[src/rtl/pwm_pkg.sv]
// PWM compare shared definitions.
// Holds FSM encodings and the duty width extension.
package pwm_pkg;

    // Duty carries one bit more than the counter so 2^BW fits.
    localparam int DUTY_XBITS = 1;

    typedef enum logic [1:0] {
        IDLE = 2'd0,
        ARM  = 2'd1,
        RUN  = 2'd2,
        STOP = 2'd3
    } pwm_state_t;

endpackage

[src/rtl/pwm_compare_if.sv]
// Duty handshake bundle between a duty source and pwm_compare.
// Source drives duty/valid, the compare block returns ready.
interface pwm_compare_if #(
    parameter int BW = 4
);
    import pwm_pkg::*;

    logic [BW+DUTY_XBITS-1:0] duty_i;
    logic                     dutyValid_i;
    logic                     dutyReady_o;

    modport master (
        output duty_i,
        output dutyValid_i,
        input  dutyReady_o
    );

    modport slave (
        input  duty_i,
        input  dutyValid_i,
        output dutyReady_o
    );

endinterface

[src/rtl/duty_shadow.sv]
// Pending/active duty registers with saturation and bypass.
// A new duty only becomes active at a period boundary.
module duty_shadow
    import pwm_pkg::*;
#(
    parameter int BW = 4
) (
    input  logic                     clk_i,
    input  logic                     nrst_i,
    input  logic                     nrstSync_i,
    input  logic                     last_i,
    input  logic [BW+DUTY_XBITS-1:0] duty_i,
    input  logic                     valid_i,
    output logic                     ready_o,
    output logic [BW+DUTY_XBITS-1:0] active_o
);

    localparam int DW = BW + DUTY_XBITS;
    localparam logic [DW-1:0] FULL = {1'b1, {BW{1'b0}}};

    logic [DW-1:0] pend;
    logic          full;
    logic          take;
    logic [DW-1:0] sat;

    assign ready_o = !full;
    assign take    = valid_i && !full;
    assign sat     = (duty_i > FULL) ? FULL : duty_i;

    // Capture into pending, promote at period end, or bypass when empty.
    always_ff @(posedge clk_i or negedge nrst_i) begin
        if (!nrst_i) begin
            pend     <= '0;
            full     <= 1'b0;
            active_o <= '0;
        end else if (!nrstSync_i) begin
            pend     <= '0;
            full     <= 1'b0;
            active_o <= '0;
        end else if (last_i && full) begin
            active_o <= pend;
            full     <= 1'b0;
        end else if (take && last_i) begin
            active_o <= sat;
        end else if (take) begin
            pend <= sat;
            full <= 1'b1;
        end
    end

endmodule

[src/rtl/pwm_compare.sv]
// PWM comparator: enable FSM plus registered pwm/period-end outputs.
// Output starts and stops on period boundaries of the upstream counter.
module pwm_compare
    import pwm_pkg::*;
#(
    parameter int BW = 4
) (
    input  logic          clk_i,
    input  logic          nrst_i,
    input  logic          nrstSync_i,
    input  logic [BW-1:0] count_i,
    input  logic          en_i,
    pwm_compare_if.slave  duty,
    output logic          pwm_o,
    output logic          periodEnd_o
);

    localparam int DW = BW + DUTY_XBITS;
    localparam logic [BW-1:0] MAX = '1;

    pwm_state_t    state;
    logic          last;
    logic [DW-1:0] active;

    assign last = (count_i == MAX);

    duty_shadow #(
        .BW (BW)
    ) u_shadow (
        .clk_i      (clk_i),
        .nrst_i     (nrst_i),
        .nrstSync_i (nrstSync_i),
        .last_i     (last),
        .duty_i     (duty.duty_i),
        .valid_i    (duty.dutyValid_i),
        .ready_o    (duty.dutyReady_o),
        .active_o   (active)
    );

    // Enable FSM with the compare and period-end outputs registered alongside.
    always_ff @(posedge clk_i or negedge nrst_i) begin
        if (!nrst_i) begin
            state       <= IDLE;
            pwm_o       <= 1'b0;
            periodEnd_o <= 1'b0;
        end else if (!nrstSync_i) begin
            state       <= IDLE;
            pwm_o       <= 1'b0;
            periodEnd_o <= 1'b0;
        end else begin
            periodEnd_o <= last;
            pwm_o <= ((state == RUN) || (state == STOP)) &&
                     ({1'b0, count_i} < active);
            unique case (state)
                IDLE: if (en_i) state <= ARM;
                ARM: begin
                    if (!en_i)     state <= IDLE;
                    else if (last) state <= RUN;
                end
                RUN: if (!en_i) state <= STOP;
                STOP: begin
                    if (en_i)      state <= RUN;
                    else if (last) state <= IDLE;
                end
                default: state <= IDLE;
            endcase
        end
    end

endmodule

[src/flat_wrapper.sv]
// flat-port wrapper written by rule: the top's interface ports become plain ports
module pwm_compare_flat import pwm_pkg::*;
#(
    parameter int BW = 4
)
  (clk_i, nrst_i, nrstSync_i, count_i, en_i, pwm_o, periodEnd_o, duty_duty_i, duty_dutyValid_i, duty_dutyReady_o);
  pwm_compare_if #(.BW(BW)) duty_i ();
  input  logic clk_i;
  input  logic nrst_i;
  input  logic nrstSync_i;
  input  logic [BW-1:0] count_i;
  input  logic en_i;
  output logic pwm_o;
  output logic periodEnd_o;
  input wire logic [$bits(duty_i.duty_i)-1:0] duty_duty_i;
  input wire logic [$bits(duty_i.dutyValid_i)-1:0] duty_dutyValid_i;
  output wire logic [$bits(duty_i.dutyReady_o)-1:0] duty_dutyReady_o;
  assign duty_i.duty_i = duty_duty_i;
  assign duty_i.dutyValid_i = duty_dutyValid_i;
  assign duty_dutyReady_o = duty_i.dutyReady_o;
  pwm_compare #(.BW(BW)) u_core (.clk_i(clk_i), .nrst_i(nrst_i), .nrstSync_i(nrstSync_i), .count_i(count_i), .en_i(en_i), .duty(duty_i), .pwm_o(pwm_o), .periodEnd_o(periodEnd_o));
endmodule
[config.mk]
export PLATFORM = sky130hd
export DESIGN_NAME = pwm_compare_flat
export DESIGN_NICKNAME = d
export VERILOG_FILES = /design/src/rtl/pwm_pkg.sv /design/src/rtl/pwm_compare_if.sv /design/src/rtl/duty_shadow.sv /design/src/rtl/pwm_compare.sv /design/src/flat_wrapper.sv
export SDC_FILE = /design/constraint.sdc
export NUM_CORES = 1
export LEC_CHECK = 0
export ABC_CLOCK_PERIOD_IN_PS = 1400
export CELL_PAD_IN_SITES_DETAIL_PLACEMENT = 1
export CELL_PAD_IN_SITES_GLOBAL_PLACEMENT = 2
export CORE_ASPECT_RATIO = 1.1
export CORE_MARGIN = 1
export CORE_UTILIZATION = 30
export DETAILED_ROUTE_END_ITERATION = 16
export PLACE_DENSITY = 0.73
export SLEW_MARGIN = 5
export SYNTH_ARGS = -nofsm -noshare
export SYNTH_HDL_FRONTEND = slang
export SYNTH_SLANG_ARGS = --single-unit
[constraint.sdc]
create_clock -name clk_i -period 1.4 [get_ports clk_i]
set_input_delay 0.28 -clock clk_i [delete_from_list [all_inputs] [get_ports clk_i]]
set_output_delay 0.28 -clock clk_i [all_outputs]
set_load 0.005 [all_outputs]
==> results.json <==
{
  "cp.required_ns": 1.57,
  "ys_top_cells_by_area": "dfrtp_1 46%, a21boi_0 5.5%, inv_1 5.5%",
  "avgSynthCellArea_um2": 9.83,
  "period_share_pct": 95.5,
  "path_max_fanout": 4,
  "clock_sinks": 15,
  "finClkSkew_ns": 0.00143,
  "hpwl_um": 1580,
  "status": "finished clean",
  "worstReg2RegEnd": "u_core.pwm_o",
  "nets": 127,
  "n_antenna_cell": 0,
  "drive_gt1_share_pct": 15.6,
  "yosysWarnings": 0,
  "synth_top_area_share_pct": 46.0,
  "die_x_um": 51.7,
  "syn_area_um2": 816,
  "vdd_drop_max_mv": 0.420,
  "first_pass_iters": 4,
  "r2r_start": "u_core.u_shadow.active_o[1]",
  "antenna_left": 0,
  "synth.most_common_cell": "dfrtp_1",
  "port_buffers": 16,
  "setup.worst_path.class": "primary input to flop",
  "htreeDepth": 1,
  "clk_pin_slew_worst_paths_ns": 0.09,
  "drt_iter0_drc": 24,
  "coreArea_mm2": 0.00254,
  "syn-num-nets": 100,
  "std_cell_rows": 19,
  "worstPathArrival_ns": 1.50,
  "drc": 0,
  "hold_class": "primary input to async pin",
  "vias": 713,
  "power.density_mw_per_mm2": 761,
  "r2r_cells": 4,
  "yosysSeqAreaShare_pct": 46.0,
  "wl_per_cell_um": 14.1,
  "grt_setup_unrepaired": "false",
  "nFillCells": 299,
  "vias_per_cell": 5.09,
  "grt_pass1_wl_um": 3280,
  "leakagePower_uw": 0.000508,
  "grt_use_total_pct": 15.3,
  "clock-root-buffer": "clkbuf_4",
  "drv_cap": 0,
  "synthCells": 83,
  "synth_top_area_cell": "dfrtp_1",
  "max_freq_mhz": 748,
  "whs_ns": 0.315,
  "antenna_found_initial": 0,
  "holdBufCountCts": 0,
  "routed_wl_um": 1980,
  "synth_edf_count": 0,
  "hold_viol": 0,
  "die_h_um": 56.7,
  "ys.flop_type": "dfrtp_1",
  "globalRouteOverflowTotal": 0,
  "area_growth_pct": 35.6,
  "insertion_delay_ns": 0.27,
  "maxSlewViolCount": 0,
  "tightest_slew_ns": 0.321,
  "setup_viol": 0,
  "synth_common_cells": "15 x dfrtp_1, 12 x inv_1, 6 x a21boi_0, 6 x o21ai_0, 5 x nand4_1",
  "period_needed_ns": 1.34,
  "r2r_setup_slack_ns": 0.16,
  "cts_buffer_depth": 2,
  "startpoint_type": "primary input",
  "relSlewSlack_pct": 78.5,
  "ys_types": 30,
  "worst_setup_path_end_kind": "flop",
  "start_util_pct": 32.1,
  "grt_pass1_vias": 680,
  "synth_seq_cells": 15,
  "power.total_uw": 842,
  "io-pin-count": 17,
  "grt_max_degree": 16,
  "cts_tree": "done",
  "design.die.area_mm2": 0.00293,
  "async_flop_share_pct": 100,
  "gp_congestion": 0.778,
  "cts_buffers": 3
}
==> repair_timing <==
item,in CTS,in global routing
buffers inserted,1,0
gates resized for setup,3,4
cloned,0,0
hold endpoints to repair,0,0
setup endpoints to repair,2,4
==> critical path, cell delays in order <==
cell,delay [ns]
clkdlybuf4s50_1,0.52
nand4_1,0.15
o21a_1,0.26
a221o_1,0.30
==> metrics by stage <==
stage	utilization [%]	cell area [um^2]	setup slack, ns	cells	TNS, ns
5_1_grt	43.5	1110	0.00705	140	0
2_1_floorplan	-	816	0.242	83	0
3_5_place_dp	41.6	1060	-0.246	135	-2.44
6_report	43.5	1110	0.0632	140	0
3_3_place_gp	41.6	1060	-0.211	135	-2.12
4_1_cts	42.9	1090	0.00796	140	0
==> flip-flops by register name, summed over array words and instances, names as in the netlist <==
signal,count
u_core.u_shadow.active_o,5
u_core.periodEnd_o,1
u_core.u_shadow.full,1
u_core.pwm_o,1
u_core.u_shadow.pend,5
u_core.state,2
==> worst max path at each step <==
stage	to	cells after the start	startpoint
after detailed placement	u_core.pwm_o	4	count_i[1]
after global routing	u_core.state[1]	5	count_i[1]
final	u_core.u_shadow.active_o[3]	4	count_i[1]
after global placement	u_core.u_shadow.active_o[3]	5	count_i[1]
after CTS	periodEnd_o	1	u_core.periodEnd_o
after floorplan	u_core.pwm_o	4	u_core.u_shadow.active_o[3]
==> where the power goes <==
part / internal (uW) / switching, uW / total, uW
clock network: 110 / 132 / 242
registers: 445 / 6.90 / 452
logic: 76.5 / 71.2 / 148
==> layout by cell type, fill, tap and decap left out, types with 3 or more instances in the layout <==
master and n:
buf_4 9, dfrtp_1 14, a221o_1 4, inv_1 12, a21boi_0 5, o21ai_0 6, nor2_1 3, ha_1 3
clkdlybuf4s50_1 13, clkbuf_4 3, nand4_1 5
==> final cells by class <==
cell class / instances / area [um^2] / area share (%)
tap: 31 / 38.8 / 3.51
inverter: 12 / 45.0 / 4.07
multi-input combinational: 53 / 392 / 35.4
clock buffer: 4 / 26.3 / 2.38
sequential: 15 / 377 / 34.0
timing repair buffer: 25 / 228 / 20.6
==> metal layers <==
metal | share of wire, % | up-vias | track usage, %
met5 | 0 | - | 0
met4 | 0.71 | 0 | 5.79
met3 | 2.7 | 2 | 2.44
met2 | 48 | 10 | 24.5
met1 | 48 | 347 | 20.5
li1 | - | 354 | -
==> cells by family after synthesis <==
group / after synthesis / synth area share, %
compound gates: 23 / 20.6
simple gates: 25 / 19.0
buf+inv: 15 / 7.51
flops: 15 / 46.0
mux: 1 / 1.23
xor+xnor: 1 / 1.07
fa+ha+maj: 3 / 4.60
(Power assumes the default switching activity.)
